### src/rtl/riscv_pkg.sv
// Shared RISC-V pipeline types: datapath width, register address width and
// the MEM/WB and writeback-forwarding payloads.
package riscv_pkg;

    localparam int XLEN       = 32;
    localparam int REG_ADDR_W = 5;

    typedef struct packed {
        logic mem_read;
        logic mem_write;
        logic reg_write;
        logic branch;
    } ctrl_t;

    typedef struct packed {
        logic [XLEN-1:0]       alu_result;
        logic [XLEN-1:0]       mem_data;
        logic [REG_ADDR_W-1:0] rd_addr;
        ctrl_t                 ctrl;
        logic                  valid_mem_wb;
    } mem_wb_reg_t;

    // Writeback forwarding source as seen by the hazard/forwarding unit.
    typedef struct packed {
        logic                  valid;
        logic [REG_ADDR_W-1:0] rd;
        logic [XLEN-1:0]       data;
    } wb_fwd_t;

endpackage

### src/rtl/wb_stage.sv
// Writeback stage: MEM/WB register with stall/flush, writeback mux, register
// file write port, WB forwarding source, retire strobe and instret counter.
module wb_stage
    import riscv_pkg::*;
#(
    parameter int INSTRET_W = 64
) (
    input  logic                  clk,
    input  logic                  reset,
    input  mem_wb_reg_t           mem_wb_in,
    input  logic                  stall,
    input  logic                  flush,
    output logic                  rf_wr_en,
    output logic [REG_ADDR_W-1:0] rf_wr_addr,
    output logic [XLEN-1:0]       rf_wr_data,
    output logic                  fwd_valid,
    output logic [REG_ADDR_W-1:0] fwd_rd,
    output logic [XLEN-1:0]       fwd_data,
    output logic                  retire_valid,
    output logic [REG_ADDR_W-1:0] retire_rd,
    output logic [INSTRET_W-1:0]  instret
);

    mem_wb_reg_t          r_q;
    logic                 done_q;
    logic [INSTRET_W-1:0] instret_q;

    logic [XLEN-1:0] wb_data;
    logic            wr_ok;
    wb_fwd_t         fwd;
    logic            unused_ctrl;

    // Store/branch qualifiers travel with the entry but do not affect writeback.
    assign unused_ctrl = r_q.ctrl.mem_write ^ r_q.ctrl.branch;

    always_comb begin
        wb_data      = r_q.ctrl.mem_read ? r_q.mem_data : r_q.alu_result;
        wr_ok        = r_q.valid_mem_wb & r_q.ctrl.reg_write & (r_q.rd_addr != '0);
        fwd          = '{valid: wr_ok, rd: r_q.rd_addr, data: wb_data};
        // done_q suppresses repeat commits of a held entry; forwarding ignores it.
        rf_wr_en     = wr_ok & ~done_q;
        rf_wr_addr   = r_q.rd_addr;
        rf_wr_data   = wb_data;
        fwd_valid    = fwd.valid;
        fwd_rd       = fwd.rd;
        fwd_data     = fwd.data;
        retire_valid = r_q.valid_mem_wb & ~done_q;
        retire_rd    = wr_ok ? r_q.rd_addr : '0;
        instret      = instret_q;
    end

    always_ff @(posedge clk or posedge reset) begin
        if (reset) begin
            r_q       <= '0;
            done_q    <= 1'b0;
            instret_q <= '0;
        end else begin
            if (retire_valid) begin
                instret_q <= instret_q + INSTRET_W'(1);
            end
            if (flush) begin
                r_q    <= '0;
                done_q <= 1'b0;
            end else if (stall) begin
                done_q <= done_q | retire_valid;
            end else begin
                r_q    <= mem_wb_in;
                done_q <= 1'b0;
            end
        end
    end

endmodule

### config.mk
export PLATFORM = sky130hd
export DESIGN_NAME = wb_stage
export DESIGN_NICKNAME = d
export VERILOG_FILES = /design/src/rtl/riscv_pkg.sv /design/src/rtl/wb_stage.sv
export SDC_FILE = /design/constraint.sdc
export NUM_CORES = 1
export LEC_CHECK = 0
export CORE_ASPECT_RATIO = 1.4
export CORE_MARGIN = 2
export CORE_UTILIZATION = 46
export DETAILED_ROUTE_END_ITERATION = 16
export PLACE_DENSITY = 0.81
export SLEW_MARGIN = 20
export SYNTH_ARGS = -nofsm -noshare
export SYNTH_HDL_FRONTEND = slang
export SYNTH_SLANG_ARGS = --single-unit
### constraint.sdc
create_clock -name clk -period 6.55 [get_ports clk]
set_clock_uncertainty 0.15 [all_clocks]
set_input_delay 1.31 -clock clk [delete_from_list [all_inputs] [get_ports clk]]
set_output_delay 1.31 -clock clk [all_outputs]
set_load 0.02 [all_outputs]
==> results.py, run 1 <==
metrics = {
    "status": {
        "status": "finished, final reports clean",
    },
    "floorplanning": {
        "rows": 51,
        "core_mm2": 0.0140,
        "initial_utilization_pct": 47.2,
        "chipHeight_um": 146,
        "pin_count": 224,
        "dieArea_mm2": 0.0153,
        "dieWidth_um": 105,
    },
    "sta": {
        "finalHoldViolations": 0,
        "worst_slew_pin_slew_ps": 949,
        "setup_viol": 0,
        "rsz0062_at_grt": "no",
        "tns_ps": 0,
        "slew_violations": 0,
        "min_period_ps": 3900,
        "relSlewSlack_pct": 36.8,
        "fmax_mhz": 256,
        "fin_crit_sh_pct": 59.6,
    },
    "global_route": {
        "grt_pass1_wl_um": 27700,
        "use_met1_pct": 24.5,
        "use_met3_pct": 6.36,
        "grt_use_total_pct": 22.5,
        "overflow": 0,
        "grt_max_degree": 90,
        "grt_pass1_vias": 5539,
        "antenna_found_initial": 0,
        "met2_usage_pct": 41.3,
        "top_usage_layer": "met2",
    },
    "clock_tree": {
        "clk_pin_slew_ps": 60,
        "clock_latency_ps": 400,
        "ctsHtreeMaxLevel": 4,
        "cts_tree": "yes",
        "root_buffer": "clkbuf_16",
        "cts_made_buffers": 17,
        "cts_setup_buffers": 0,
        "cts_sinks": 137,
        "post_cts_resized": 0,
        "cts_buffer_depth": 2,
        "cts_hold_buf": 0,
    },
    "setup_path": {
        "endpoint_kind": "output port",
        "cp-startpoint": "r_q[4]$_DFFE_PP0P_",
        "cp.required_ps": 5090,
        "arrival_ps": 2440,
        "cp-start-kind": "flop",
        "max_stage_delay_ps": 650,
        "slowest_stage": "dfrtp_1",
        "r2r_end": "instret[40]$_DFFE_PP0P_",
        "crit_type": "reg2out",
        "critPathMaxFanout": 23,
        "cp-endpoint": "rf_wr_data[12]",
        "r2r_cells": 5,
        "critical_path.cell_chain": "buf_4 > mux2_2 > clkdlybuf4s50_1",
        "reg2reg_from": "r_q[0]$_DFFE_PP0P_",
        "reg2reg_setup_slack_ps": 3780,
    },
    "place": {
        "port_buffers": 221,
        "place.gp.congestion": 0.809,
        "place_hpwl_um": 11800,
        "dpl-instance-area_mm2": 0.00866,
    },
    "logic_synthesis": {
        "ys_ff_latch": 137,
        "synth_top_area_share_pct": 52.0,
        "yosysTopAreaCell": "dfrtp_1",
        "synth_edf_count": 0,
        "async_flop_share_pct": 100,
        "synthDistinctLibCells": 34,
        "yosys_warnings": 0,
        "seq_area_frac_synth_pct": 52.0,
        "synth_ff_type": "dfrtp_1",
        "synth_cells": 593,
        "syn_area_per_cell_um2": 11.1,
        "yosys-top-cells-area": "dfrtp_1 52%, mux2i_1 11%, xnor2_1 5.6%",
        "synthTopCellsByCount": "137 x dfrtp_1, 85 x nor2_1, 72 x mux2i_1",
        "yosysMostFrequentCell": "dfrtp_1",
        "synth.cell_area_mm2": 0.00660,
        "syn_nets": 672,
    },
    "drt": {
        "vias": 5088,
        "wl_per_cell_um": 17.0,
        "viasPerCell": 5.25,
        "drc": 0,
        "wirelength_um": 16500,
        "ant_nets": 0,
        "firstDrtPassIters": 4,
        "drt-initial-drc-count": 190,
    },
    "job": {
        "max_cap_viol_count": 0,
    },
    "final_layout": {
        "fillers": 1039,
        "fin_nets": 851,
        "drive_gt1_share_pct": 9.95,
        "syn2layout_area_growth_pct": 41.1,
        "final_area_mm2": 0.00931,
        "diodes": 0,
    },
    "power": {
        "p_leak_uw": 0.00422,
        "ir_drop_v": 0.000137,
        "power.density_mw_per_mm2": 247,
    },
    "hold_path": {
        "hold_path_class": "reg2reg",
    },
}
## cells by family (layout without fill, tap and decap cells)
kind of cell,Yosys count,count (layout),synth area share [%]
XOR/XNOR,63,63,8.37
multiplexers,104,104,16.4
flip-flops,137,137,52.0
buffers and inverters,75,266,6.73
AND/OR/NAND/NOR,212,212,16.3
AO/OA/AOI/OAI,1,1,0.0758
adder cells (fa/ha/maj),1,1,0.190
## layout make-up
type / instances / area, um2 / share of cell area [%]
flip-flops and latches: 137 / 3430 / 36.8
multi-input cells: 381 / 2720 / 29.3
repair buffers: 226 / 2240 / 24.1
clock buffers: 19 / 443 / 4.76
well taps: 185 / 231 / 2.49
clock inverters: 12 / 199 / 2.14
inverters: 9 / 38.8 / 0.417
## how the worst min path moves through the flow
stage                                 start                 endpoint  slack, ps  cells past startpoint
finish              instret[63]$_DFFE_PP0P_  instret[63]$_DFFE_PP0P_        320                      1
global route        instret[63]$_DFFE_PP0P_  instret[63]$_DFFE_PP0P_        350                      1
CTS                 instret[63]$_DFFE_PP0P_  instret[63]$_DFFE_PP0P_        340                      1
detailed placement  instret[63]$_DFFE_PP0P_  instret[63]$_DFFE_PP0P_        330                      1
global placement    instret[63]$_DFFE_PP0P_  instret[63]$_DFFE_PP0P_        310                      1
floorplan               r_q[10]$_DFFE_PP0P_      r_q[10]$_DFFE_PP0P_        330                      2
## flip-flops by register name, summed over array words and instances, names as in the netlist
signal / flops
instret: 64
done_q: 1
fwd_rd: 5
r_q: 67
## metrics by stage
stage | setup WS (ps) | cells | power [uW] | util, % | hold slack (ps)
after CTS | 2620 | 969 | 2320 | 66.6 | 335
after global routing | 2530 | 969 | 2380 | 66.6 | 345
after global placement | 3080 | 938 | 1260 | 62.0 | 315
final | 2650 | 969 | 2300 | 66.6 | 322
after floorplan | 1420 | 593 | 1120 | - | 334
after detailed placement | 3070 | 938 | 1270 | 62.0 | 327
## placed cells by master, fill, tap and decap left out, types with 2 or more instances in the layout
master / Yosys / routed
clkinv_2: 0 / 3
inv_1: 9 / 8
bufinv_16: 0 / 5
or4_1: 2 / 2
buf_4: 42 / 6
mux2_2: 32 / 32
xnor2_1: 42 / 42
clkbuf_16: 0 / 17
nand3_1: 25 / 25
nor2_1: 85 / 85
clkinv_4: 0 / 3
clkdlybuf4s50_1: 0 / 219
and2_1: 3 / 3
nor4_1: 9 / 9
mux2i_1: 72 / 72
and3_2: 2 / 2
xor2_1: 21 / 21
nand4_1: 23 / 23
nand2_1: 20 / 20
and3_1: 18 / 18
dfrtp_1: 137 / 137
nor3_1: 12 / 12
and4_1: 2 / 2
## worst max-delay path: cells and delay by family, from the launching register on
family | cells | cell delay, ps
buffers and inverters | 2 | 960
multiplexers | 1 | 410
flip-flops | 1 | 650
## layer usage
| layer | share of wire [%] | vias up | wire [um] |
|---|---|---|---|
| li1 | - | 2344 | - |
| met1 | 37 | 2543 | 6090 |
| met2 | 56 | 179 | 9170 |
| met3 | 5.9 | 22 | 968 |
| met4 | 1.6 | 0 | 272 |
| met5 | 0 | - | 0 |
## report_power, final
part / internal, uW / switching (uW) / total, uW
clock network: 684 / 361 / 1040
registers: 886 / 37.4 / 923
logic: 169 / 161 / 330
total: 1740 / 560 / 2300
Power figures use the tool's default switching activity.
==> inputs of run 2 (changes only) <==
Clock period 6.55 ns to 3.6 ns, I/O delays scaled along.
==> run 2 against run 1 <==
Compared with the run above:
- setup slack lost 2000 ps
- global-route usage shrank 1.3 points
- register-to-register slack lost 2900 ps
- die area is the same
- critical path depth is the same
==> results.py, run 2 (same netlist as run 1, synthesis figures left out) <==
metrics = {
    "sta": {
        "timing.hold.ws_ps": 319,
        "tns_ps": 0,
        "slew_violations": 0,
        "fmax_mhz": 335,
        "rsz0062_at_grt": "no",
        "worst_slew_pin_slew_ps": 882,
        "finalHoldViolations": 0,
        "setup_viol": 0,
        "fin_crit_sh_pct": 83.0,
        "relSlewSlack_pct": 40.7,
        "min_period_ps": 2990,
    },
    "clock_tree": {
        "cts_tree": "yes",
        "cts_setup_buffers": 0,
        "post_cts_resized": 0,
        "root_buffer": "clkbuf_16",
        "ctsHtreeMaxLevel": 4,
        "clk_pin_slew_ps": 60,
        "cts_sinks": 137,
        "cts_made_buffers": 17,
        "cts_hold_buf": 0,
        "cts_buffer_depth": 2,
        "clock_latency_ps": 410,
    },
    "floorplanning": {
        "chipHeight_um": 146,
        "dieWidth_um": 105,
        "pin_count": 224,
        "dieArea_mm2": 0.0153,
        "core_mm2": 0.0140,
        "initial_utilization_pct": 47.2,
        "rows": 51,
    },
    "final_layout": {
        "largest_reg_flops": 67,
        "syn2layout_area_growth_pct": 40.6,
        "final_cell_mix": "219 x clkdlybuf4s50_1, 137 x dfrtp_1, 85 x nor2_1",
        "regMostFlops": "r_q",
        "diodes": 0,
        "final_common_cell": "clkdlybuf4s50_1",
        "fin_nets": 853,
        "drive_gt1_share_pct": 10.2,
    },
    "status": {
        "status": "finished, final reports clean",
    },
    "setup_path": {
        "path_delay_family": "buffers and inverters",
        "critPathMaxFanout": 33,
        "worst-path-buf-inv": 2,
        "max_stage_delay_ps": 550,
        "arrival_ps": 2120,
        "critical_path.cell_chain": "buf_4 > mux2_2 > clkdlybuf4s50_1",
        "cp.required_ps": 2730,
        "cp-start-kind": "flop",
        "slowest_stage": "clkdlybuf4s50_1",
        "crit_type": "reg2out",
        "endpoint_kind": "output port",
    },
    "drt": {
        "firstDrtPassIters": 5,
        "drt-initial-drc-count": 201,
        "viasPerCell": 5.24,
        "drc": 0,
        "wirelength_um": 16100,
        "ant_nets": 0,
        "vias": 5091,
        "wl_per_cell_um": 16.6,
    },
    "power": {
        "combPwrFrac_pct": 15.4,
        "p_leak_uw": 0.00419,
        "ir_drop_v": 0.000248,
        "p_seq_share_pct": 42.6,
        "p_switching_uw": 1040,
        "power.density_mw_per_mm2": 424,
        "switching_share_pct": 26.4,
        "clock_power_share_pct": 42.0,
        "p_int_uw": 2900,
    },
    "job": {
        "max_cap_viol_count": 0,
    },
    "global_route": {
        "grt_use_total_pct": 21.2,
        "antenna_found_initial": 0,
        "grt_pass1_wl_um": 26200,
        "grt_pass1_vias": 5373,
        "grt_max_degree": 74,
        "overflow": 0,
    },
    "hold_path": {
        "hold_path_class": "reg2reg",
    },
    "place": {
        "place.gp.congestion": 0.824,
        "place_hpwl_um": 11600,
        "port_buffers": 221,
    },
}
run 2: metrics by stage:
step / cells / utilization, % / power (uW) / cell area [um2] / setup WS (ps)
floorplan: 593 / - / 2040 / 6600 / 1020
global placement: 940 / 62.4 / 2300 / 8710 / 1030
detailed placement: 940 / 62.4 / 2320 / 8710 / 944
CTS: 971 / 66.4 / 3980 / 9280 / 593
global route: 971 / 66.4 / 4090 / 9280 / 539
finish: 971 / 66.4 / 3940 / 9280 / 613
run 2: metal layers:
layer | vias up | track usage (%) | routed length, um
met5 | - | 0 | 0
met4 | 0 | 7.47 | 322
met3 | 28 | 5.11 | 891
met2 | 187 | 38.5 | 8800
met1 | 2526 | 24.0 | 6090
li1 | 2350 | - | -
run 2: cell type report:
| cell class | count | area, um2 |
|---|---|---|
| Fill cell | 1041 | 4700 |
| Sequential cell | 137 | 3430 |
| Multi-Input combinational cell | 381 | 2720 |
| Timing Repair Buffer | 228 | 2290 |
| Clock buffer | 19 | 443 |
| Tap cell | 185 | 231 |
| Clock inverter | 12 | 118 |
| Inverter | 9 | 37.5 |
run 2: worst paths after layout:
check / cells past startpoint / end / slack, ps / start
max: 3 / rf_wr_data[8] / 610 / r_q[4]$_DFFE_PP0P_
min: 1 / instret[63]$_DFFE_PP0P_ / 320 / instret[63]$_DFFE_PP0P_
max reg2reg: 5 / instret[40]$_DFFE_PP0P_ / 850 / r_q[0]$_DFFE_PP0P_
min reg2reg: 1 / instret[63]$_DFFE_PP0P_ / 320 / instret[63]$_DFFE_PP0P_
max in group asynchronous: 3 / r_q[53]$_DFFE_PP0P_ / 2310 / reset
min in group asynchronous: 3 / instret[34]$_DFFE_PP0P_ / 640 / reset
run 2: power by group through the flow:
stage                     sequential [uW]  clock, uW  combinational, uW
after floorplan                      1710          0                328
after global placement               1700          0                600
after detailed placement             1700          0                613
after CTS                            1680       1680                616
after global routing                 1690       1760                650
final                                1680       1650                608
run 2: worst register-to-register path, cell delays in order (launching register included):
cell,delay (ps)
dfrtp_1,500
nand2b_1,300
nor4_1,750
nand3_1,410
nor4_1,390
xor2_1,170
